[src/rtl/ama_riscv_wb_stage.sv]
// Writeback stage: one-entry register between MEM and the register-file write port.
// Optional retired-instruction counter enabled by defining AMA_RISCV_WB_RETIRE_CNT_EN.
module ama_riscv_wb_stage #(
   parameter int unsigned CNT_W = 32
) (
   input  logic             clk,
   input  logic             rst,
   input  logic             mem_valid,
   output logic             mem_ready,
   input  logic             mem_rd_we,
   input  logic [4:0]       mem_rd_addr,
   input  logic [1:0]       mem_wb_sel,
   input  logic [31:0]      mem_alu,
   input  logic [31:0]      mem_pc,
   input  logic [31:0]      mem_csr,
   input  logic [2:0]       mem_ld_funct3,
   input  logic [1:0]       mem_ld_off,
   input  logic             dmem_rvalid,
   input  logic [31:0]      dmem_rdata,
   output logic             rf_we,
   output logic [4:0]       rf_addr_d,
   output logic [31:0]      rf_data_d,
   output logic             fwd_valid,
   output logic [4:0]       fwd_addr,
   output logic [31:0]      fwd_data,
   output logic [CNT_W-1:0] retired_cnt
);

   typedef enum logic [1:0] {
      EMPTY   = 2'd0,
      FULL    = 2'd1,
      WAIT_LD = 2'd2
   } state_t;

   state_t      state, state_nxt;
   logic        accept;
   logic        ld_done;
   logic [4:0]  rd_q;
   logic        rd_we_q;
   logic [31:0] data_q;
   logic [2:0]  funct3_q;
   logic [1:0]  off_q;
   logic [31:0] wb_src;
   logic [31:0] ld_data;
   logic [7:0]  ld_byte;
   logic [15:0] ld_half;

   assign mem_ready = (state != WAIT_LD);
   assign accept    = mem_valid && mem_ready;
   assign ld_done   = (state == WAIT_LD) && dmem_rvalid;

   always_ff @(posedge clk) begin
      if (rst) state <= EMPTY;
      else     state <= state_nxt;
   end

   always_comb begin
      state_nxt = state;
      case (state)
         EMPTY, FULL: begin
            if (accept) state_nxt = (mem_wb_sel == 2'd1) ? WAIT_LD : FULL;
            else        state_nxt = EMPTY;
         end
         WAIT_LD: begin
            if (dmem_rvalid) state_nxt = FULL;
         end
         default: state_nxt = EMPTY;
      endcase
   end

   always_comb begin
      case (mem_wb_sel)
         2'd2:    wb_src = mem_pc + 32'd4;
         2'd3:    wb_src = mem_csr;
         default: wb_src = mem_alu;
      endcase
   end

   // Loads use the funct3/offset captured at accept, not the live MEM inputs.
   always_comb begin
      case (off_q)
         2'd0: ld_byte = dmem_rdata[7:0];
         2'd1: ld_byte = dmem_rdata[15:8];
         2'd2: ld_byte = dmem_rdata[23:16];
         2'd3: ld_byte = dmem_rdata[31:24];
         default: ld_byte = dmem_rdata[7:0];
      endcase
      ld_half = off_q[1] ? dmem_rdata[31:16] : dmem_rdata[15:0];
      case (funct3_q)
         3'b000:  ld_data = {{24{ld_byte[7]}}, ld_byte};
         3'b001:  ld_data = {{16{ld_half[15]}}, ld_half};
         3'b100:  ld_data = {24'd0, ld_byte};
         3'b101:  ld_data = {16'd0, ld_half};
         default: ld_data = dmem_rdata;
      endcase
   end

   always_ff @(posedge clk) begin
      if (rst) begin
         rd_q     <= '0;
         rd_we_q  <= 1'b0;
         data_q   <= '0;
         funct3_q <= '0;
         off_q    <= '0;
      end else if (ld_done) begin
         data_q <= ld_data;
      end else if (accept) begin
         rd_q    <= mem_rd_addr;
         rd_we_q <= mem_rd_we;
         if (mem_wb_sel == 2'd1) begin
            funct3_q <= mem_ld_funct3;
            off_q    <= mem_ld_off;
         end else begin
            data_q <= wb_src;
         end
      end
   end

   assign rf_we     = (state == FULL) && rd_we_q && (rd_q != 5'd0);
   assign rf_addr_d = rd_q;
   assign rf_data_d = data_q;
   assign fwd_valid = rf_we;
   assign fwd_addr  = rd_q;
   assign fwd_data  = data_q;

`ifdef AMA_RISCV_WB_RETIRE_CNT_EN
   logic [CNT_W-1:0] cnt_q;

   always_ff @(posedge clk) begin
      if (rst)                 cnt_q <= '0;
      else if (state == FULL) cnt_q <= cnt_q + CNT_W'(1);
   end

   assign retired_cnt = cnt_q;
`else
   assign retired_cnt = '0;
`endif

endmodule

[config.mk]
export PLATFORM = sky130hd
export DESIGN_NAME = ama_riscv_wb_stage
export DESIGN_NICKNAME = d
export VERILOG_FILES = /design/src/rtl/ama_riscv_wb_stage.sv
export SDC_FILE = /design/constraint.sdc
export NUM_CORES = 1
export LEC_CHECK = 0
export ABC_AREA = 1
export CAP_MARGIN = 20
export CORE_ASPECT_RATIO = 0.5
export CORE_UTILIZATION = 36
export DETAILED_ROUTE_END_ITERATION = 10
export PLACE_DENSITY_LB_ADDON = 0.25
export SLEW_MARGIN = 20
export SYNTH_ARGS = -nofsm -noshare
export SYNTH_HDL_FRONTEND = slang
export SYNTH_SLANG_ARGS = --single-unit
[constraint.sdc]
create_clock -name clk -period 1.5 [get_ports clk]
set_clock_uncertainty 0.15 [all_clocks]
set_input_delay 0.225 -clock clk [delete_from_list [all_inputs] [get_ports clk]]
set_output_delay 0.225 -clock clk [all_outputs]
set_load 0.05 [all_outputs]
==> summary.md <==
| Metric | Value |
|---|---|
| Ratio of cells with drive above 1 in the final layout | 0.386 |
| Area leader, netlist | dfxtp_1 |
| Clk slew on worst S/H paths | about 60 ps |
| Endpoint, Worst Hold | state[1] |
| Initial Util | 0.379 |
| RSZ-0062 raised after global routing | true |
| Global-route usage over all layers | 0.314 |
| Count leader, synth | nand2_1 |
| Final worst path period share | 1.18 |
| Sequential area share after synthesis | 0.196 |
| Vias | between 6k and 7k |
| Outcome | finished with violations |
| Longest Clk Path Bufs | 2 |
| Worst setup SP type | flop |
| GPL Wtd Cong | between 0.9 and 1 |
| Slew Limit Headroom | 0.649 |
| Post-Layout Inst Area | 9160 µm² |
| Synth Instances | around 740 |
| Post-synthesis register bit count | 45 |
| Die area | between 10000 and 15000 µm² |
| Cell area after synthesis | 4600 µm² |
| Pwr per Cell Area | 648 nW/µm² |
| Final min period | about 1800 ps |
| CP Class | reg -> reg |
| Pin count of the biggest net entering global routing | 27 |
| Leakage Power | about 4 nW |
| Max Clk Rate | about 570 MHz |
| CP required | 1530 ps |
| Worst path cell trace | inv_4 -> a21boi_4 -> nand2_8 -> buf_12 -> a211oi_2 -> a21oi_1 -> nand2_1 -> inv_1 |
| Yosys warnings | 0 |
| Synth-to-layout area growth | 99.2% |
| # Max-Cap Violations | 0 |
| Slew @ Worst Pin | 522 ps |
| First-pass DRT Iterations | 5 |
| PortBufs | ~220 |
| GRT overflow | 0 |
| PnR worst setup slack | -267 ps |
| # DRC | 0 |
| Via density | a little over 5 |
| Crit path max fanout | 6 |
| Total wire length | ~23000 µm |
| Crit path DAT | ~1800 ps |
| Post-DRT Antenna Nets | 0 |
| Reg2reg start | state[0] |
| CTS tree | built |
| Slowest cell on crit path | dfxtp_2 |
| Clock insertion delay at the later pin of the skew report | 290 ps |
| Reg2reg end | fwd_data[8] |
| Worst Hold Class | in -> reg |
| Ys flop type | dfxtp_1 |
| Synth Area per Inst | 6.19 µm² |
| Post-synth cell types | 48 |
| NumNets Final | between 1k and 1.5k |
| Die Y | about 82 µm |
| Fin. max-slew vios | 0 |
| Rows | 28 |
| Synth top cells by count | 193 x nand2_1, 72 x buf_4, 70 x nor2_1, 62 x inv_1, 60 x o21ai_0 |
| Initial detailed-routing violation count | 490 |
| Hold Path Depth | 3 |
| Num CTS Buffers | 5 |
| Share of Yosys cell area claimed by the top area cell type | 0.196 |
| Post-DP Area | just over 8000 µm² |
| N_diodes | 0 |
| Area contributors post-synth | dfxtp_1 20%, nand2_1 16%, buf_4 12% |
| CP Capture Type | flop |
| Worst slack, placed | -678 ps |
| Htree depth | 2 |
| Post-synth EDFFs | 0 |
| First-pass GRT wire length | 31800 µm |
| Reg2reg path depth | 8 |
| Final setup viols | 38 |
| Initial antenna violation count | 0 |
| CP max stage delay | about 360 ps |
| Failing checks | negative setup slack |
| Core Box Area | roughly 12000 µm² |
| Root buffer cell | clkbuf_16 |
| R2R Setup Slk | -270 ps |
| Maximum vdd drop | around 0.43 mV |
| Fraction of registers with async set or reset after synthesis | 0 |
| Die X-Extent | 162 µm |
| I/O pins | 254 |
| Cts hold-fix bufs | 0 |
| Final hold vios | 0 |
| Wire length per cell | roughly 19 µm |
| Vias in the first global route | between 5k and 6k |
| Detailed Place HPWL | ~17000 µm |
| Hold Startpoint | dmem_rvalid |
| Clock Sinks | 45 |
## power breakdown
group	switching (mW)	internal (mW)
combinational	1.78	1.54
sequential	0.190	1.29
clock	0.467	0.666
total	2.43	3.50
## per-layer routing
layer | track usage | share of wire
met4 | 0.0858 | 0.022
met2 | 0.542 | 0.49
met5 | 0 | 0
met1 | 0.406 | 0.42
met3 | 0.0530 | 0.077
## how the worst max path moves through the flow
stage	from	endpoint	slack, ps	cells past startpoint
after floorplan	off_q[1]	fwd_data[17]	-9	10
after global placement	mem_pc[11]	fwd_data[25]	-690	12
after detailed placement	mem_pc[2]	fwd_data[16]	-680	10
after CTS	off_q[1]	fwd_data[24]	-50	10
after global routing	state[0]	fwd_data[8]	-350	8
final	state[0]	fwd_data[8]	-270	8
## state kept, by name, summed over array words and instances (netlist names)
| signal | cells |
|---|---|
| fwd_addr | 5 |
| off_q | 2 |
| funct3_q | 3 |
| state | 2 |
| fwd_data | 32 |
| rd_we_q | 1 |
## cell type report
| cell class | count | area [µm²] |
|---|---|---|
| inverter | 72 | 315 |
| timing repair buffer | 365 | 4220 |
| clock buffer | 8 | 146 |
| multi-input combinational | 559 | 3330 |
| tap | 165 | 206 |
| sequential | 45 | 930 |
| fill | 895 | 2970 |
| timing repair inverter | 1 | 7.51 |
## layout by cell type, fill, tap and decap left out, drive strengths merged, types with 2 or more instances in the layout
cell type	count
nor3	3
a22o	8
o21bai	5
nand4	6
inv	70
a211oi	6
buf	221
clkdlybuf4s15	6
clkbuf	9
a31oi	5
o21ai	69
o22ai	2
nand2	203
dfxtp	45
a21boi	4
a22oi	2
a221oi	12
o211ai	15
conb	32
nand3b	3
nand3	53
clkinv	2
clkdlybuf4s50	110
a21oi	47
dlygate4sd2	26
nor2	79
## logic make-up after synthesis
| kind of cell | Yosys count | synth area share |
|---|---|---|
| AO/OA/AOI/OAI | 176 | 0.239 |
| XOR/XNOR | 1 | 0.00191 |
| adder cells (fa/ha/maj) | 1 | 0.00272 |
| buffers and inverters | 171 | 0.219 |
| flip-flops | 45 | 0.196 |
| other | 1 | 0.000816 |
| AND/OR/NAND/NOR | 347 | 0.340 |
## metrics by stage
step	util	setup TNS [ps]	hold slack [ps]	std cells	power [mW]
after floorplan	-	-9.95	137	773	2.99
after global placement	0.679	-20010	343	1187	4.45
after detailed placement	0.679	-21030	373	1187	4.49
after CTS	0.733	-549	261	1210	5.75
after global routing	0.755	-6190	260	1215	6.14
final	0.755	-3270	250	1215	5.94
## timing repair
action                     in CTS  in global routing
resized for setup             166                 81
setup endpoints to repair      41                 41
cloned                          4                  2
pin swaps                      45                 49
setup buffers                  11                  4
## critical path, delay by kind of cell, from the launching register on
kind | cells | cell delay, ps
AOI/OAI and AO/OA | 3 | 600
DFF | 1 | 360
buffers and inverters | 3 | 290
and+or+nand+nor | 2 | 260
No activity file was read; power rests on OpenSTA's default activity.
